--- src/rtl/zed64_mem_pkg.sv ---
// Shared constants and reader FSM state for the zed64 dual-port RAM.
package zed64_mem_pkg;

    localparam int ADDR_W_DEF = 12;
    localparam int DATA_W_DEF = 8;
    localparam int RAM_DEPTH  = 4096;

    typedef enum logic [1:0] {
        ST_IDLE,
        ST_ISSUE,
        ST_DRAIN
    } rd_state_e;

endpackage

--- src/rtl/dpram_stream_reader_if.sv ---
// RAM read port plus output byte stream of the dual-port RAM reader.
interface dpram_stream_reader_if #(
    parameter int ADDR_W = zed64_mem_pkg::ADDR_W_DEF,
    parameter int DATA_W = zed64_mem_pkg::DATA_W_DEF
);

    logic [ADDR_W-1:0] ram_addr;
    logic              ram_wena;
    logic [DATA_W-1:0] ram_data;
    logic [DATA_W-1:0] out_data;
    logic              out_valid;
    logic              out_ready;

    modport master (
        output ram_addr,
        output ram_wena,
        input  ram_data,
        output out_data,
        output out_valid,
        input  out_ready
    );

    modport slave (
        input  ram_addr,
        input  ram_wena,
        output ram_data,
        input  out_data,
        input  out_valid,
        output out_ready
    );

endinterface

--- src/rtl/stream_fifo.sv ---
// Synchronous FIFO with a registered head entry and an occupancy count
// that includes the head register.
module stream_fifo #(
    parameter int DATA_W     = 8,
    parameter int FIFO_DEPTH = 4
) (
    input  logic                        clk,
    input  logic                        reset,
    input  logic                        push,
    input  logic [DATA_W-1:0]           din,
    input  logic                        pop,
    output logic [DATA_W-1:0]           dout,
    output logic                        dvalid,
    output logic [$clog2(FIFO_DEPTH):0] count
);

    localparam int PW = $clog2(FIFO_DEPTH);

    logic [DATA_W-1:0] mem [FIFO_DEPTH];
    logic [PW-1:0]     wr_ptr;
    logic [PW-1:0]     rd_ptr;
    logic [PW:0]       mem_cnt;
    logic              take;
    logic              mem_rd;
    logic              mem_wr;

    // Head register refills from storage first, else straight from push.
    always_comb begin
        take   = !dvalid || pop;
        mem_rd = take && (mem_cnt != '0);
        mem_wr = push && !(take && (mem_cnt == '0));
    end

    always_ff @(posedge clk) begin
        if (mem_wr) begin
            mem[wr_ptr] <= din;
        end
    end

    always_ff @(posedge clk) begin
        if (reset) begin
            wr_ptr  <= '0;
            rd_ptr  <= '0;
            mem_cnt <= '0;
            dvalid  <= 1'b0;
            dout    <= '0;
        end else begin
            if (mem_wr) begin
                wr_ptr <= wr_ptr + PW'(1);
            end
            if (mem_rd) begin
                dout   <= mem[rd_ptr];
                dvalid <= 1'b1;
                rd_ptr <= rd_ptr + PW'(1);
            end else if (take) begin
                dvalid <= push;
                if (push) begin
                    dout <= din;
                end
            end
            mem_cnt <= mem_cnt + (PW+1)'(mem_wr) - (PW+1)'(mem_rd);
        end
    end

    assign count = mem_cnt + (PW+1)'(dvalid);

endmodule

--- src/rtl/dpram_stream_reader.sv ---
// Credit-limited read master that streams a (base, len) window of the RAM.
// Optional DPRAM_READER_STATS_EN adds a saturating backpressure counter.
module dpram_stream_reader
    import zed64_mem_pkg::*;
#(
    parameter int ADDR_W     = ADDR_W_DEF,
    parameter int DATA_W     = DATA_W_DEF,
    parameter int RD_LAT     = 1,
    parameter int FIFO_DEPTH = 4
) (
    input  logic              clk,
    input  logic              reset,
    input  logic              start,
    input  logic [ADDR_W-1:0] base,
    input  logic [ADDR_W:0]   len,
    output logic              busy,
    output logic              done,
`ifdef DPRAM_READER_STATS_EN
    output logic [15:0]       stall_count,
`endif
    dpram_stream_reader_if.master bus
);

    localparam int OW = $clog2(FIFO_DEPTH) + 1;
    localparam int CW = OW + 1;

    rd_state_e         state;
    rd_state_e         state_d;
    logic [ADDR_W-1:0] addr_cnt;
    logic [ADDR_W:0]   iss_cnt;
    logic [ADDR_W:0]   dlv_cnt;
    logic [RD_LAT:0]   vld_sr;
    logic [OW-1:0]     occ;
    logic [OW-1:0]     inflight;
    logic              accept;
    logic              issue;
    logic              push;
    logic              pop;
    logic              credit_ok;
    logic              done_d;

    assign push         = vld_sr[RD_LAT];
    assign pop          = bus.out_valid && bus.out_ready;
    assign busy         = (state != ST_IDLE);
    assign bus.ram_wena = 1'b0;

    // Count every outstanding read as already occupying a FIFO slot.
    assign credit_ok = (CW'(inflight) + CW'(occ)) < CW'(FIFO_DEPTH);

    always_comb begin
        state_d = state;
        accept  = 1'b0;
        issue   = 1'b0;
        done_d  = 1'b0;
        unique case (state)
            ST_IDLE: begin
                if (start) begin
                    accept = 1'b1;
                    if (len == '0) begin
                        done_d = 1'b1;
                    end else begin
                        issue   = 1'b1;
                        state_d = ST_ISSUE;
                    end
                end
            end
            ST_ISSUE: begin
                if (iss_cnt == '0) begin
                    state_d = ST_DRAIN;
                end else begin
                    issue = credit_ok;
                end
            end
            ST_DRAIN: begin
                if (pop && (dlv_cnt == (ADDR_W+1)'(1))) begin
                    state_d = ST_IDLE;
                    done_d  = 1'b1;
                end
            end
            default: state_d = ST_IDLE;
        endcase
    end

    always_ff @(posedge clk) begin
        if (reset) begin
            state <= ST_IDLE;
        end else begin
            state <= state_d;
        end
    end

    // The first read goes out on the accepting edge so ram_addr=base next cycle.
    always_ff @(posedge clk) begin
        if (reset) begin
            addr_cnt     <= '0;
            iss_cnt      <= '0;
            dlv_cnt      <= '0;
            vld_sr       <= '0;
            inflight     <= '0;
            done         <= 1'b0;
            bus.ram_addr <= '0;
        end else begin
            done     <= done_d;
            vld_sr   <= {vld_sr[RD_LAT-1:0], issue};
            inflight <= inflight + OW'(issue) - OW'(push);
            if (accept) begin
                dlv_cnt <= len;
            end else if (pop) begin
                dlv_cnt <= dlv_cnt - (ADDR_W+1)'(1);
            end
            if (issue && accept) begin
                bus.ram_addr <= base;
                addr_cnt     <= base + ADDR_W'(1);
                iss_cnt      <= len - (ADDR_W+1)'(1);
            end else if (issue) begin
                bus.ram_addr <= addr_cnt;
                addr_cnt     <= addr_cnt + ADDR_W'(1);
                iss_cnt      <= iss_cnt - (ADDR_W+1)'(1);
            end
        end
    end

`ifdef DPRAM_READER_STATS_EN
    always_ff @(posedge clk) begin
        if (reset || accept) begin
            stall_count <= '0;
        end else if (bus.out_valid && !bus.out_ready
                     && (stall_count != 16'hFFFF)) begin
            stall_count <= stall_count + 16'd1;
        end
    end
`endif

    stream_fifo #(
        .DATA_W     (DATA_W),
        .FIFO_DEPTH (FIFO_DEPTH)
    ) u_fifo (
        .clk    (clk),
        .reset  (reset),
        .push   (push),
        .din    (bus.ram_data),
        .pop    (pop),
        .dout   (bus.out_data),
        .dvalid (bus.out_valid),
        .count  (occ)
    );

endmodule

--- src/flat_wrapper.sv ---
// flat-port wrapper written by rule: the top's interface ports become plain ports
module dpram_stream_reader_flat import zed64_mem_pkg::*;
#(
    parameter int ADDR_W     = ADDR_W_DEF,
    parameter int DATA_W     = DATA_W_DEF,
    parameter int RD_LAT     = 1,
    parameter int FIFO_DEPTH = 4
)
  (clk, reset, start, base, len, busy, done, bus_ram_addr, bus_ram_wena, bus_ram_data, bus_out_data, bus_out_valid, bus_out_ready);
  dpram_stream_reader_if #(.ADDR_W(ADDR_W), .DATA_W(DATA_W)) bus_i ();
  input  logic clk;
  input  logic reset;
  input  logic start;
  input  logic [ADDR_W-1:0] base;
  input  logic [ADDR_W:0] len;
  output logic busy;
  output logic done;
  output wire logic [$bits(bus_i.ram_addr)-1:0] bus_ram_addr;
  output wire logic [$bits(bus_i.ram_wena)-1:0] bus_ram_wena;
  input wire logic [$bits(bus_i.ram_data)-1:0] bus_ram_data;
  output wire logic [$bits(bus_i.out_data)-1:0] bus_out_data;
  output wire logic [$bits(bus_i.out_valid)-1:0] bus_out_valid;
  input wire logic [$bits(bus_i.out_ready)-1:0] bus_out_ready;
  assign bus_ram_addr = bus_i.ram_addr;
  assign bus_ram_wena = bus_i.ram_wena;
  assign bus_i.ram_data = bus_ram_data;
  assign bus_out_data = bus_i.out_data;
  assign bus_out_valid = bus_i.out_valid;
  assign bus_i.out_ready = bus_out_ready;
  dpram_stream_reader #(.ADDR_W(ADDR_W), .DATA_W(DATA_W), .RD_LAT(RD_LAT), .FIFO_DEPTH(FIFO_DEPTH)) u_core (.clk(clk), .reset(reset), .start(start), .base(base), .len(len), .busy(busy), .done(done), .bus(bus_i));
endmodule
--- config.mk ---
export PLATFORM = sky130hd
export DESIGN_NAME = dpram_stream_reader_flat
export DESIGN_NICKNAME = d
export VERILOG_FILES = /design/src/rtl/zed64_mem_pkg.sv /design/src/rtl/dpram_stream_reader_if.sv /design/src/rtl/stream_fifo.sv /design/src/rtl/dpram_stream_reader.sv /design/src/flat_wrapper.sv
export SDC_FILE = /design/constraint.sdc
export NUM_CORES = 1
export LEC_CHECK = 0
export ABC_CLOCK_PERIOD_IN_PS = 4050
export BUFFER_PORTS_ARGS = -buffer_cell sky130_fd_sc_hd__buf_2
export CORE_AREA = 2 2 108 110
export CTS_CLUSTER_DIAMETER = 150
export CTS_CLUSTER_SIZE = 24
export DETAILED_ROUTE_END_ITERATION = 6
export DIE_AREA = 0 0 110 112
export PLACE_DENSITY = 0.68
export SLEW_MARGIN = 30
export SYNTH_ARGS = -nofsm -noshare
export SYNTH_HDL_FRONTEND = slang
export SYNTH_SLANG_ARGS = --single-unit
--- constraint.sdc ---
create_clock -name clk -period 4.05 [get_ports clk]
set_input_delay 0.81 -clock clk [delete_from_list [all_inputs] [get_ports clk]]
set_output_delay 0.81 -clock clk [all_outputs]
set_load 0.02 [all_outputs]
* Yosys cells after proc, flatten, opt, wreduce, memory -nomap -nowiden *
Memories as Yosys holds them, arrays and structs flattened. A register that Yosys moved wholly into a read port is not among the register bits.
Index checks and enable logic that the tools add are counted.

storage, ports and cells
  output and inout port bits = 24
  bits in writable memories = 32
  input port bits = 37
  register bits after elaboration = 74
  memories kept = 1

cells by class
  muxes and demuxes = 32
  magnitude comparators = 1
  add/subtract/negate cells = 13
  reductions and logical operators = 21
  equality and inequality tests = 7

memory list
  memory             words  width  rd ports  clocked after Yosys merged registers in  wr ports  line               RTL
  u_core.u_fifo.mem  4      8      1         1                                        1         stream_fifo.sv:19  logic [DATA_W-1:0] mem [FIFO_DEPTH];

operator list
  cell                                                                          count
  13-bit two-way mux                                                            4
  12-bit two-way mux                                                            4
  13-bit by 1-bit subtractor with 13-bit output, second input constant          3
  13-bit zero test                                                              2
  12-bit by 1-bit adder with 12-bit output, second input constant               2
  8-bit two-way mux                                                             3
  13-bit by 1-bit equality test with 1-bit output, second input constant        1
  1-bit two-way mux                                                             12
  2-bit two-way mux                                                             6
  2-bit nonzero test                                                            5
  3-bit by 1-bit adder with 3-bit output                                        3
  1-bit logical AND                                                             6
  2-bit one-hot mux with 3 select lines                                         1
  3-bit by 1-bit subtractor with 3-bit output                                   2
  2-bit by 1-bit adder with 2-bit output, second input constant                 2
  3-bit by 3-bit adder with 4-bit output                                        1
  4-bit by 3-bit less-than comparator with 1-bit output, second input constant  1
  2-bit by 1-bit inequality test with 1-bit output, second input constant       2
  2-bit inequality test, second input constant                                  2
  1-bit one-hot mux with 2 select lines                                         2
  4-bit AND reduction                                                           1
  3-bit zero test                                                               1
  3-bit nonzero test                                                            1
  2-bit by 1-bit equality test with 1-bit output, second input constant         1
  5 further kinds                                                               6

* Logic depth before layout (Yosys ltp) *
  word-level depth = 7
  mapped depth = 15
  gate-level depth less buffers = 15

* Cells and area by module *
Synthesis repeated with hierarchy kept, for this count alone.

second synthesis, totals
  cell total of the unflattened synthesis = 579
  area, all modules = 5551.6 sq um

modules (own cells, without submodules)
  module               seq. area each (sq um)  cells an instance  times used  area an instance (sq um)
  dpram_stream_reader  1161.1                  447                1           3510.9
  stream_fifo          1321.3                  132                1           2040.7

* Worst setup path after synthesis *
No wires, ideal clock.

  path type = in2reg
  start = input len[5]
  end = register u_core.iss_cnt[10]
  arrival = 3138 ps
  stages = 13
  data required time = 3980 ps
  slack = 842 ps
  library setup time = 70 ps
  path through = nor3_1 nand4_1 nand2_2 buf_2 buf_2 a22oi_1 ha_1 o21a_1 o2111ai_1 a21oi_1 nand3_2 mux2_1 a21oi_1

between the ends
  word-level cells in the longest chain between the ends = 6
  elaborated cells on any way between the ends = 8
  classes of those cells = 1 x add/sub; 4 x mux; 3 x reduce/logical

RTL lines
  element                                                          line                        RTL
  start: declaration                                               flat_wrapper.sv:15          input logic [ADDR_W:0] len;
  13-bit zero test                                                 dpram_stream_reader.sv:59   if (len == '0) begin
  1-bit two-way mux                                                dpram_stream_reader.sv:59
  1-bit two-way mux                                                dpram_stream_reader.sv:57   if (start) begin
  1-bit one-hot mux with 2 select lines                            dpram_stream_reader.sv:55   unique case (state)
  1-bit logical AND                                                dpram_stream_reader.sv:111  if (issue && accept) begin
  13-bit two-way mux / 2-bit nonzero test (equally long branches)  -
  end signal: assignment                                           dpram_stream_reader.sv:114  iss_cnt <= len - (ADDR_W+1)'(1);
  end signal: assignment                                           dpram_stream_reader.sv:118  iss_cnt <= iss_cnt - (ADDR_W+1)'(1);
  end: declaration                                                 dpram_stream_reader.sv:30   logic [ADDR_W:0] iss_cnt;

Several ways; a longest one is shown, not always the timed one.
A chain may end at the register's enable or synchronous reset.

* Worst setup path after layout *
  start = input start
  end = register u_core.iss_cnt[10]

between the ends
  word-level cells in the longest chain between the ends = 4
  elaborated cells on any way between the ends = 7
  classes of those cells = 5 x mux; 2 x reduce/logical

RTL lines
  element                                                                            line                        RTL
  start: declaration                                                                 flat_wrapper.sv:13          input logic start;
  1-bit two-way mux                                                                  dpram_stream_reader.sv:57
  1-bit one-hot mux with 2 select lines / 1-bit two-way mux (equally long branches)  dpram_stream_reader.sv:55
  1-bit logical AND                                                                  dpram_stream_reader.sv:111
  13-bit two-way mux / 2-bit nonzero test (equally long branches)                    -

Several ways; a longest one is shown, not always the timed one.

==> results.md <==
- Count of hold buffers inserted by post-cts repair: 0
- DRC violation count after routing: 0
- Slew at the pin closest to its max-slew limit: 0.822 ns
- Die ar.: 12300 µm²
- Number of resized instances in the post-cts repair step: 0
- Seq/Total Area, Yosys: 0.450
- Commonest register cell after synthesis: sky130_fd_sc_hd__dfxtp_1
- Number of synthesized flops with an enable pin: 32
- Path class of the lowest-slack min-delay path: reg2reg
- Max-capacitance violation count: 0
- Cell area after synthesis: 5520 µm²
- Post-layout instance area: 6210 µm²
- Routed wire per std cell: 16.9 µm
- Number of endpoints with negative hold slack in the final report: 0
- Unique cell type count in the Yosys netlist: 68
- Maximum fanout count along the critical path: 13
- Synth warn: 0
- Syn-to-layout area delta: 12.4%
- GR Overflow Total: 0
- Int Power: 2.32 mW
- Mean number of vias per cell: 5.85
- Height of the die: 112 µm
- CP arrival: 3.50 ns
- Cell with the largest stage delay on the worst path: sky130_fd_sc_hd__nor3b_4
- Unrepaired setup endpoints after global routing: no
- DP Area: 5920 µm²
- Maximum achievable frequency: 0.311 GHz
- Detailed-routing iteration count for the pre-antenna-repair pass: 5
- Most frequent cells in the layout: sky130_fd_sc_hd__dfxtp_1, sky130_fd_sc_hd__nor2_1, sky130_fd_sc_hd__nand2_1
- Vias post-DR: 4514
- Total CTS buffers: 9
- Setup Crit Path Kind: in2reg
- Final number of setup-violating endpoints: 0
- Power per Cell Area: 606 nW/µm²
- Min Clock Period, post-route: 3.21 ns
- Bufs and invs on worst path: 1
- Layout Skew: 0.00788 ns
- Outcome: completed
- Horizontal extent of the die: 110 µm
- Clk pwr share: 0.231
- Setup Fix Bufs, Post-CTS: 0
- Final Power: 3.76 mW
- Average cell area after synthesis: 9.60 µm²
- Register bit total from synthesis: 108
- Leakage dissipation: 2.35 nW
- Synth async-reset ratio: 0
- Register area: 2480 µm²
- Smallest hold slack: 0.452 ns
- Largest stage delay on the critical path: 0.54 ns
- DRT Wirelength: 13000 µm
- Antenna violations before repair: 0
- Routability Congestion: 0.839
- Final std cells w/o fill: 771
- Via count of the first global-routing pass: 4544
- Most used cell, CP: sky130_fd_sc_hd__a21oi_1
- Number of buffers between clock root and the deepest sink: 2
- Category of the worst setup path capture point: register
- Combinational group share of total power: 0.366
- Clk slew on worst S/H paths: 0.08 ns
- Final net count: 678
- Number of instances in the synthesized netlist: 575
- Post-Synthesis Net Count: 630
- Clock tree from TritonCTS: yes
- Final-layout fill cell count: 990
- Switching power of the nets: 1.45 mW
- Number of pins with negative max-slew slack in the final report: 0
- Antenna diode count: 0
- Largest net degree at the start of global routing: 43
- Cell Rows: 39
- Worst Setup Start Kind: input pin
- Number of top-level design ports: 61
- Initial core utilization: 0.494
- Clock latency of the later-clocked register in the worst-skew pair: 0.35 ns
- Root Driver: sky130_fd_sc_hd__clkbuf_16
- Core area: 11200 µm²
- Proportion of power drawn by flip-flops and latches: 0.404
- Fraction of final layout cells sized beyond drive strength 1: 0.177
- Total area of multi-input combinational cells: 2840 µm²
- List of cells traversed by the critical path: buf_2 > nor3b_4 > nand2_2 > a22oi_1 > ha_1 > o21a_1 > o2111ai_1 > a21oi_1 > nand3_2 > mux2_1 > a21oi_1
- Switching Share: 0.384
- Post-DP HPWL: 9090 µm
- Number of placed instances, taps included: 755
- Aggregate negative setup slack: 0 ns
- Wire length of the first global-routing pass: 21900 µm
- Peak VDD IR: 0.320 mV
- Port Buffer Count: 59
- Leading cell type in the layout, fill and taps excluded: sky130_fd_sc_hd__dfxtp_1
- Worst slew margin: 0.452
- H-Tree Depth: 3
- Period Utilization, post-route: 0.794
- Global router's overall resource usage: 0.224
- Number of DRC markers after the initial detailed-route iteration: 318
- Clock tree sinks: 108
- Worst Path Required: 4.33 ns
- Antenna-violating nets left: 0
- Worst path top cell family by delay: compound AO/OA/AOI/OAI gates
[cell type report]
class | instances | share of cell area
sequential | 108 | 0.400
multi-input combinational | 422 | 0.458
inverter | 14 | 0.00847
timing repair buffer | 68 | 0.0585
clock inverter | 7 | 0.0103
clock buffer | 9 | 0.0363
tap | 143 | 0.0288
[sequential cells by signal (all words and copies together), names as in the netlist, named ones only]
name                   cells
u_core.u_fifo.dvalid       1
u_core.vld_sr              2
u_core.u_fifo.mem_cnt      3
u_core.state               2
u_core.u_fifo.mem         32
u_core.dlv_cnt            13
u_core.inflight            3
u_core.u_fifo.wr_ptr       2
u_core.iss_cnt            13
u_core.addr_cnt           12
u_core.done                1
u_core.u_fifo.rd_ptr       2
u_core.bus.ram_addr       12
u_core.u_fifo.dout         8
[worst paths after layout]
check,from,endpoint,slack (ns),cells past startpoint
setup / recovery,start,u_core.iss_cnt[10]$_SDFFE_PP0P_,0.84,11
hold / removal,u_core.vld_sr[0]$_SDFF_PP0_,u_core.vld_sr[1]$_SDFF_PP0_,0.45,1
setup reg to reg,u_core.u_fifo.dvalid$_SDFFE_PP0P_,u_core.inflight[2]$_SDFF_PP0_,0.87,15
hold reg to reg,u_core.vld_sr[0]$_SDFF_PP0_,u_core.vld_sr[1]$_SDFF_PP0_,0.45,1
[worst register-to-register path: stages, from the launching register on]
cell and delay (ns):
sky130_fd_sc_hd__dfxtp_1 0.48, sky130_fd_sc_hd__ha_1 0.20, sky130_fd_sc_hd__ha_1 0.15, sky130_fd_sc_hd__xor2_1 0.19, sky130_fd_sc_hd__ha_1 0.26, sky130_fd_sc_hd__nor3_1 0.16
sky130_fd_sc_hd__nand3_1 0.14, sky130_fd_sc_hd__a21oi_1 0.25, sky130_fd_sc_hd__nor2_2 0.07, sky130_fd_sc_hd__inv_2 0.18, sky130_fd_sc_hd__ha_1 0.18, sky130_fd_sc_hd__inv_1 0.05
sky130_fd_sc_hd__fa_1 0.37, sky130_fd_sc_hd__xor2_1 0.17, sky130_fd_sc_hd__xnor2_1 0.15, sky130_fd_sc_hd__nor2_1 0.06
[kinds of logic after synthesis]
family / after synthesis / synth area share
buf+inv: 45 / 0.0360
flops: 108 / 0.450
mux: 21 / 0.0567
other cells: 1 / 0.000679
fa+ha+maj: 18 / 0.0435
compound gates: 114 / 0.145
xor+xnor: 37 / 0.0587
simple gates: 231 / 0.210
[power groups by stage]
stage          clock network, mW  logic (mW)  registers [mW]
6_report                   0.869        1.38            1.52
5_1_grt                    0.928        1.52            1.55
4_1_cts                    0.890        1.38            1.52
3_5_place_dp                   0        1.37            1.54
3_3_place_gp                   0        1.32            1.53
2_1_floorplan                  0       0.988            1.55
[Yosys cell counts (all sizes together) (11+ instances only)]
library cell | count | share of area
xor2 | 16 | 0.025
ha | 16 | 0.036
mux2i | 11 | 0.020
nand2 | 68 | 0.047
edfxtp | 32 | 0.17
clkbuf | 16 | 0.011
a211oi | 23 | 0.034
a311oi | 11 | 0.017
nor2 | 70 | 0.049
a21oi | 33 | 0.030
nand3 | 25 | 0.024
buf | 15 | 0.016
xnor2 | 21 | 0.033
inv | 13 | 0.0088
dfxtp | 76 | 0.28
nor3 | 18 | 0.017
[stage by stage]
stage	worst slack [ns]	utilization
finish	0.835	0.555
detailed placement	0.526	0.529
global route	0.594	0.555
global placement	0.629	0.529
CTS	0.831	0.555
floorplan	0.842	-
[routing by layer]
| metal | vias up | global-route usage | share of wire |
|---|---|---|---|
| met3 | 16 | 0.0381 | 0.049 |
| li1 | 2191 | - | - |
| met5 | - | 0 | 0 |
| met4 | 0 | 0.0684 | 0.013 |
| met1 | 2182 | 0.296 | 0.45 |
| met2 | 125 | 0.373 | 0.49 |
No activity file was read; power rests on OpenSTA's default activity.
